## config.mk

```make
export PLATFORM = sky130hd
export DESIGN_NAME = bl_d1_xpose_buf
export DESIGN_NICKNAME = d
export VERILOG_FILES = /design/src/rtl/bl_d1_xpose_buf.sv
export SDC_FILE = /design/constraint.sdc
export NUM_CORES = 1
export LEC_CHECK = 0
export CAP_MARGIN = 20
export CORE_MARGIN = 2
export CORE_UTILIZATION = 48
export DETAILED_ROUTE_END_ITERATION = 16
export GPL_TIMING_DRIVEN = 0
export PLACE_DENSITY = 0.76
export SYNTH_ARGS = -nofsm -noshare
export SYNTH_HDL_FRONTEND = slang
export SYNTH_SLANG_ARGS = --single-unit
```

## constraint.sdc

```tcl
create_clock -name clock -period 6.5 [get_ports clock]
set_clock_uncertainty 0.1 [all_clocks]
set_input_delay 0.975 -clock clock [delete_from_list [all_inputs] [get_ports clock]]
set_output_delay 0.975 -clock clock [all_outputs]
set_load 0.02 [all_outputs]
```

## src/rtl/bl_d1_xpose_buf.sv

```systemverilog
// -----------------------------------------------------------------------------
// bl_d1_xpose_buf
// 8x8 transpose buffer between the bl_d1 IDCT row pass and the column pass.
// Rows arrive on eight W-bit lanes (a..h = row elements 0..7). Each block is
// stored whole and leaves column by column on eight lanes (s..z = rows 0..7).
// End-of-stream tokens are forwarded in order, after all buffered data.
//
// Ports
//   clock, reset         rising-edge clock, asynchronous active-high reset
//   a_d..h_d             in  W  row element 0..7
//   a_e..h_e, a_v..h_v   in  1  per-lane EOS flag and valid
//   a_b..h_b             out 1  input back-pressure (all lanes identical)
//   s_d..z_d             out W  column element for row 0..7
//   s_e..z_e, s_v..z_v   out 1  output EOS flag and valid (all lanes identical)
//   s_b..z_b             in  1  output back-pressure
//
// Build option
//   BL_XPOSE_DBUF_EN     defined: two ping-pong banks (write one, read other).
//                        undefined: one bank; input stalls while it drains.
// -----------------------------------------------------------------------------
module bl_d1_xpose_buf #(
    parameter int unsigned W = 9
) (
    input  logic         clock,
    input  logic         reset,
    input  logic [W-1:0] a_d,
    input  logic [W-1:0] b_d,
    input  logic [W-1:0] c_d,
    input  logic [W-1:0] d_d,
    input  logic [W-1:0] e_d,
    input  logic [W-1:0] f_d,
    input  logic [W-1:0] g_d,
    input  logic [W-1:0] h_d,
    input  logic         a_e,
    input  logic         b_e,
    input  logic         c_e,
    input  logic         d_e,
    input  logic         e_e,
    input  logic         f_e,
    input  logic         g_e,
    input  logic         h_e,
    input  logic         a_v,
    input  logic         b_v,
    input  logic         c_v,
    input  logic         d_v,
    input  logic         e_v,
    input  logic         f_v,
    input  logic         g_v,
    input  logic         h_v,
    output logic         a_b,
    output logic         b_b,
    output logic         c_b,
    output logic         d_b,
    output logic         e_b,
    output logic         f_b,
    output logic         g_b,
    output logic         h_b,
    output logic [W-1:0] s_d,
    output logic [W-1:0] t_d,
    output logic [W-1:0] u_d,
    output logic [W-1:0] v_d,
    output logic [W-1:0] w_d,
    output logic [W-1:0] x_d,
    output logic [W-1:0] y_d,
    output logic [W-1:0] z_d,
    output logic         s_e,
    output logic         t_e,
    output logic         u_e,
    output logic         v_e,
    output logic         w_e,
    output logic         x_e,
    output logic         y_e,
    output logic         z_e,
    output logic         s_v,
    output logic         t_v,
    output logic         u_v,
    output logic         v_v,
    output logic         w_v,
    output logic         x_v,
    output logic         y_v,
    output logic         z_v,
    input  logic         s_b,
    input  logic         t_b,
    input  logic         u_b,
    input  logic         v_b,
    input  logic         w_b,
    input  logic         x_b,
    input  logic         y_b,
    input  logic         z_b
);

`ifdef BL_XPOSE_DBUF_EN
    localparam bit DBUF = 1'b1;
`else
    localparam bit DBUF = 1'b0;
`endif
    localparam int unsigned NL = 8;
    localparam int unsigned RW = NL * W;

    // Stored blocks: mem_q[bank][row], element c of a row at [c*W +: W]
    logic [RW-1:0] mem_q [2][NL];

    logic          wsel_q, wsel_d;
    logic          rsel_q, rsel_d;
    logic [2:0]    wr_q,   wr_d;
    logic [2:0]    rc_q,   rc_d;
    logic [3:0]    rows_q [2];
    logic [3:0]    rows_d [2];
    logic [1:0]    full_q, full_d;
    logic          eos_q,  eos_d;

    logic [RW-1:0] row_w;
    logic          in_all_v_c, in_eos_c, out_bp_c;
    logic          in_b_c, data_v_c, tok_v_c, out_v_c;
    logic          in_xfer_c, out_xfer_c;
    logic [W-1:0]  col_c [NL];

    // Input row and lane-wide handshake reductions
    assign row_w      = {h_d, g_d, f_d, e_d, d_d, c_d, b_d, a_d};
    assign in_all_v_c = &{a_v, b_v, c_v, d_v, e_v, f_v, g_v, h_v};
    assign in_eos_c   = |{a_e, b_e, c_e, d_e, e_e, f_e, g_e, h_e};
    assign out_bp_c   = |{s_b, t_b, u_b, v_b, w_b, x_b, y_b, z_b};

    // Handshake decode, from registered state only
    assign in_b_c     = eos_q | full_q[wsel_q];
    assign data_v_c   = full_q[rsel_q];
    assign tok_v_c    = eos_q & ~(|full_q);
    assign out_v_c    = data_v_c | tok_v_c;
    assign in_xfer_c  = in_all_v_c & ~in_b_c;
    assign out_xfer_c = out_v_c & ~out_bp_c;

    // Column read: lane k is row k at column rc; rows past the committed count read 0
    always_comb begin
        for (int k = 0; k < NL; k++) begin
            col_c[k] = '0;
            if (data_v_c && (4'(k) < rows_q[rsel_q]))
                col_c[k] = mem_q[rsel_q][3'(k)][32'(rc_q) * W +: W];
        end
    end

    // Next-state: write/commit path, then read/release path; both may apply
    always_comb begin
        wsel_d = wsel_q;
        rsel_d = rsel_q;
        wr_d   = wr_q;
        rc_d   = rc_q;
        rows_d = rows_q;
        full_d = full_q;
        eos_d  = eos_q;

        if (in_xfer_c) begin
            if (in_eos_c) begin
                eos_d = 1'b1;
                // Partial block: commit what was written, the rest reads as zero
                if (wr_q != 3'd0) begin
                    full_d[wsel_q] = 1'b1;
                    rows_d[wsel_q] = 4'(wr_q);
                    wsel_d         = DBUF & ~wsel_q;
                    wr_d           = 3'd0;
                end
            end else begin
                wr_d = wr_q + 3'd1;
                if (wr_q == 3'd7) begin
                    full_d[wsel_q] = 1'b1;
                    rows_d[wsel_q] = 4'd8;
                    wsel_d         = DBUF & ~wsel_q;
                end
            end
        end

        if (out_xfer_c) begin
            if (data_v_c) begin
                rc_d = rc_q + 3'd1;
                if (rc_q == 3'd7) begin
                    full_d[rsel_q] = 1'b0;
                    rsel_d         = DBUF & ~rsel_q;
                end
            end else begin
                // EOS token delivered: return to the start-of-stream state
                eos_d  = 1'b0;
                wr_d   = 3'd0;
                wsel_d = 1'b0;
                rsel_d = 1'b0;
            end
        end
    end

    // Control state register
    always_ff @(posedge clock or posedge reset) begin
        if (reset) begin
            wsel_q    <= 1'b0;
            rsel_q    <= 1'b0;
            wr_q      <= 3'd0;
            rc_q      <= 3'd0;
            rows_q[0] <= 4'd0;
            rows_q[1] <= 4'd0;
            full_q    <= 2'b00;
            eos_q     <= 1'b0;
        end else begin
            wsel_q <= wsel_d;
            rsel_q <= rsel_d;
            wr_q   <= wr_d;
            rc_q   <= rc_d;
            rows_q <= rows_d;
            full_q <= full_d;
            eos_q  <= eos_d;
        end
    end

    // Row storage; stale contents are never visible because reads are gated by full/rows
    always_ff @(posedge clock) begin
        if (in_xfer_c && !in_eos_c)
            mem_q[wsel_q][wr_q] <= row_w;
    end

    // Lane fan-out
    assign a_b = in_b_c;
    assign b_b = in_b_c;
    assign c_b = in_b_c;
    assign d_b = in_b_c;
    assign e_b = in_b_c;
    assign f_b = in_b_c;
    assign g_b = in_b_c;
    assign h_b = in_b_c;

    assign s_d = col_c[0];
    assign t_d = col_c[1];
    assign u_d = col_c[2];
    assign v_d = col_c[3];
    assign w_d = col_c[4];
    assign x_d = col_c[5];
    assign y_d = col_c[6];
    assign z_d = col_c[7];

    assign s_v = out_v_c;
    assign t_v = out_v_c;
    assign u_v = out_v_c;
    assign v_v = out_v_c;
    assign w_v = out_v_c;
    assign x_v = out_v_c;
    assign y_v = out_v_c;
    assign z_v = out_v_c;

    assign s_e = tok_v_c;
    assign t_e = tok_v_c;
    assign u_e = tok_v_c;
    assign v_e = tok_v_c;
    assign w_e = tok_v_c;
    assign x_e = tok_v_c;
    assign y_e = tok_v_c;
    assign z_e = tok_v_c;

endmodule
```

Yosys cells after proc, flatten, opt, wreduce, memory -nomap -nowiden

Memories as Yosys holds them, arrays and structs flattened.
Index checks and enable logic that the tools add are counted.

Input port bits: 98
Logic and storage cells: 131
Memories: 1
RAM bits: 1152
Output and inout port bits: 96
Flip-flop bits (word level): 19

Multipliers: 1
Add/subtract/negate cells: 2
Reductions and logical operators: 23
Multiplexer cells: 53
Shift operators: 5
Bitwise gates (word level): 17
Magnitude comparators: 17
Eq/ne operators: 4

Memory list:

| name  | depth | bits a word | rd ports | clocked after memory_dff | wr ports | RTL line | text |
|---|---|---|---|---|---|---|---|
| mem_q | 2     | 576         | 1        | 0                        | 1        | 101      | `logic [RW-1:0] mem_q [2][NL];` |

Operators by type and width:

| operator                                                                    | number |
|---|---|
| 576-bit two-way mux                                                         | 1 |
| 72-bit by 8-bit variable part select with 9-bit output                      | 4 |
| 72-bit demux with 3-bit select                                              | 1 |
| 72-bit two-way mux                                                          | 1 |
| 9-bit two-way mux                                                           | 8 |
| 8-bit two-way mux                                                           | 3 |
| 1-bit two-way mux                                                           | 19 |
| 3-bit by 4-bit < comparator with 1-bit output, first input constant         | 4 |
| 4-bit two-way mux                                                           | 4 |
| 8-bit OR reduction                                                          | 2 |
| 3-bit two-way mux                                                           | 5 |
| 2-bit two-way mux                                                           | 7 |
| 1-bit logical AND                                                           | 13 |
| 1-bit by 8-bit variable part select with 9-bit output, first input constant | 1 |
| 8-bit bitwise mux                                                           | 1 |
| 1-bit by 4-bit < comparator with 1-bit output, first input constant         | 2 |
| 2-bit by 4-bit < comparator with 1-bit output, first input constant         | 2 |
| 8-bit AND reduction                                                         | 1 |
| 3-bit by 4-bit multiplier with 7-bit output, second input constant          | 1 |
| 3-bit by 1-bit adder with 3-bit output, second input constant               | 2 |
| 6-bit bitwise AND                                                           | 1 |
| 3-bit equality test, second input constant                                  | 2 |
| 6-bit inverter                                                              | 1 |
| 4-bit demux with 1-bit select                                               | 1 |
| 22 further kinds                                                            | 35 |

Longest topological paths before layout

Depth after elaboration: 12
Depth in mapped cells: 6
Mapped depth without buffers: 6

Worst setup path after synthesis

Ideal clock, no wire load.

Path kind: input to register
Start point: input port g_v
End point: memory mem_q[0][360] (netlist bit), enable pin
Arrival time: 6.993 ns
Path buffers: 0
Data required time: 5.809 ns
Stages on the path: 4
Path slack: -1.183 ns
Setup time: 0.591 ns
Cells stage by stage: nand4_1 > or4_4 > or4_4 > nor3_1

Word-level cells in the longest chain between the ends: 5

RTL lines:

| element                                   | RTL line | text |
|---|---|---|
| from (decl)                               | 48       | `input logic g_v,` |
| 8-bit AND reduction                       | 120      | `assign in_all_v_c = &{a_v, b_v, c_v, d_v, e_v, f_v, g_v, h_v};` |
| 1-bit bitwise AND                         | 129      | `assign in_xfer_c = in_all_v_c & ~in_b_c;` |
| 1-bit logical AND                         | 212      | `if (in_xfer_c && !in_eos_c)` |
| 1-bit two-way mux                         | 212      |  |
| 576-bit two-way mux (not written as such) | 213      | `mem_q[wsel_q][wr_q] <= row_w;` |
| to (decl)                                 | 101      |  |

No other way between the ends.

Worst setup path in the final report

Start point: register rc_q[1]
End point: output port u_d[0]

Word-level cells in the longest chain between the ends: 3

RTL lines:

| element                                                | RTL line | text |
|---|---|---|
| from (decl)                                            | 106      | `logic [2:0] rc_q, rc_d;` |
| from (signal assigned)                                 | 203      | `rc_q <= rc_d;` |
| 3-bit by 4-bit multiplier with 7-bit output            | 137      | `col_c[k] = mem_q[rsel_q][3'(k)][32'(rc_q) * W +: W];` |
| 72-bit by 8-bit variable part select with 9-bit output | 137      |  |
| 9-bit two-way mux                                      | 136      | `if (data_v_c && (4'(k) < rows_q[rsel_q]))` |
| to (decl)                                              | 60       | `output logic [W-1:0] u_d,` |

No other way between the ends.

==> impl_metrics.toml <==
[cells_and_area]
final_nets = 951
area_growth_pct = 27.9
multiInputGateArea_mm2 = 0.00276
final_cells = 1203
postLayoutCellArea_mm2 = 0.0155
drive_gt1_frac = 0.253
mostFrequentLayoutCell = "edfxtp_1"
area.sequential_mm2 = 0.00900
layout_common_cells = "edfxtp_1 (288), clkdlybuf4s50_1 (157), mux4_2 (72)"
fillers = 1768

[floorplanning]
fp.dieArea_mm2 = 0.0266
rows = 58
die_h_um = 163
ios = 194
start_util = 0.485
core_mm2 = 0.0250
fp.dieW_um = 163

[timing]
post-route-period-util = 0.714
slew-limit-headroom = 0.217
rsz0062_at_grt = "false"
hold_violations = 0
tightestPinTransition_ns = 1.17
tns_ns = 0
maxSlewViolCount = 0
max_freq_ghz = 0.215
layout_min_cycle_time_ns = 4.64
final-setup-viol-count = 0

[global_routing]
grt_pass1_wl_um = 40100
antenna_found_initial = 3
grt_max_degree = 16
gr-total-overflow = 0
grt_use_total = 0.209
grt_pass1_vias = 6496

[synth]
synth-edff-count = 288
syn_avg_cell_area_um2 = 20.3
synth-main-ff-cell = "edfxtp_1"
async_flop_share = 0.0464
yosysUniqueCellTypes = 42
syn_inst = 598
yosysWarnings = 0
synthesis.area_mm2 = 0.0121
ys_seq_elements = 302
ys_seq_area_frac = 0.742

[detailed_routing]
routed_wl_um = 27100
drtIter0Drc = 551
post_drt_via_cell_ratio = 5.32
drc = 0
ant_nets = 0
first_pass_iters = 5
wl_per_cell_um = 22.6
num_vias = 6399

[pwr]
worst_ir_drop_vdd_mv = 0.273
cellLeakagePower_nw = 5.11
power_density_mw_per_mm2 = 260

[job]
drv_cap = 0

[setup_path]
end_kind = "output pin"
crit_path_start_kind = "flip-flop"
cp_max_fo = 10
crit_path_top_delay_cell = "clkbuf_1"
cpMostUsedCell = "clkbuf_1"
required_ns = 5.42
cp.arrival_ns = 3.57
setup.worst_path.class = "reg2out"
critical_path_buf_inv_count = 3
slowest_delay_ns = 0.86
crit_family = "buffers and inverters"
path_cells = "clkbuf_1 -> clkbuf_1 -> mux4_2 -> mux2i_1 -> nor2_1 -> clkdlybuf4s50_1"

[min_path]
hold_path.class = "reg2reg"

[clocking]
insertion_delay_ns = 0.56
post_cts_resized = 0
cts_setup_buffers = 0
htreeDepth = 1
tritoncts = "yes"
cts-root-buf = "clkbuf_16"
cts.reportedPaths.clkPinSlew_ns = 0.06
numCtsBuffers = 30
clock_sinks = 302
cts_hold_buf = 0
clockBufferDepth = 3

[placement]
detailed_place_hpwl_um = 18700
place_area_mm2 = 0.0146
gp_congestion = 0.798
port_buffers = 157
place_inst = 1145

[outcome]
outcome = "finished clean"
## final timing paths
kind,start,end,depth (start not counted),slack (ns)
min,full_q[1],full_q[1],1,0.44
max in group asynchronous,reset,rc_q[0],2,5.25
max reg2reg,wsel_q,mem_q[0][294],8,2.93
min in group asynchronous,reset,rc_q[2],2,0.67
max,rc_q[1],u_d[0],6,1.86
min reg2reg,full_q[1],full_q[1],1,0.44
## state kept, by name, summed over array words and instances (netlist names)
| signal | cells |
|---|---|
| eos_q | 1 |
| wr_q | 3 |
| wsel_q | 1 |
| rows_q | 4 |
| rc_q | 3 |
| full_q | 2 |
| mem_q | 288 |
## power breakdown
| part | switching, mW | internal (mW) | total (mW) |
|---|---|---|---|
| logic | 0.124 | 0.149 | 0.273 |
| clock network | 0.706 | 0.911 | 1.62 |
| registers | 0.00820 | 2.14 | 2.14 |
## worst register-to-register path, stage by stage, from the launching register on
cell	delay (ns)
dfrtp_1	0.44
mux2_2	0.38
or4_4	0.45
or4_4	0.48
nor3_2	0.61
buf_6	0.25
buf_6	0.18
buf_8	0.17
buf_6	0.19
## Yosys cell counts, drive strengths merged, types with 5 or more instances
| cell | count | share of area |
|---|---|---|
| buf | 68 | 0.040 |
| clkbuf | 11 | 0.0034 |
| edfxtp | 288 | 0.71 |
| dfrtp | 14 | 0.029 |
| mux4 | 72 | 0.13 |
| ha | 5 | 0.0052 |
| nor2 | 42 | 0.013 |
| mux2i | 36 | 0.030 |
| inv | 6 | 0.0019 |
## metal layers
layer,track usage,vias up,wire length (um)
li1,-,2829,-
met1,0.289,3178,10900
met2,0.339,335,13000
met3,0.0484,53,2540
met4,0.0551,4,637
met5,0,-,24
## per-stage QoR
stage | power, mW | setup slack (ns) | utilization | hold WS [ns]
floorplan | 2.31 | -1.18 | - | 0.382
global placement | 2.45 | -4.00 | 0.569 | 0.403
detailed placement | 2.46 | 1.94 | 0.582 | 0.441
CTS | 4.07 | 1.82 | 0.619 | 0.452
global route | 4.16 | 1.68 | 0.620 | 0.491
finish | 4.03 | 1.86 | 0.620 | 0.442
## kinds of logic (layout without fill, tap and decap cells)
kind of cell / after synthesis / after routing / share of synthesized area
buffers and inverters: 85 / 324 / 0.0453
adder cells (fa/ha/maj): 5 / 5 / 0.00516
XOR/XNOR: 1 / 1 / 0.000722
other: 1 / 37 / 0.000309
multiplexers: 111 / 111 / 0.166
AO/OA/AOI/OAI: 24 / 24 / 0.0142
AND/OR/NAND/NOR: 69 / 69 / 0.0267
flip-flops: 302 / 302 / 0.742
## final cells by class
class | instances | area share
flip-flops and latches | 302 | 0.580
multi-input cells | 246 | 0.178
repair buffers | 183 | 0.121
clock buffers | 36 | 0.0512
plain buffers | 79 | 0.0339
well taps | 330 | 0.0266
clock inverters | 20 | 0.00879
inverters | 6 | 0.00145
diodes | 1 | 0.000161
Power figures use the tool's default switching activity.
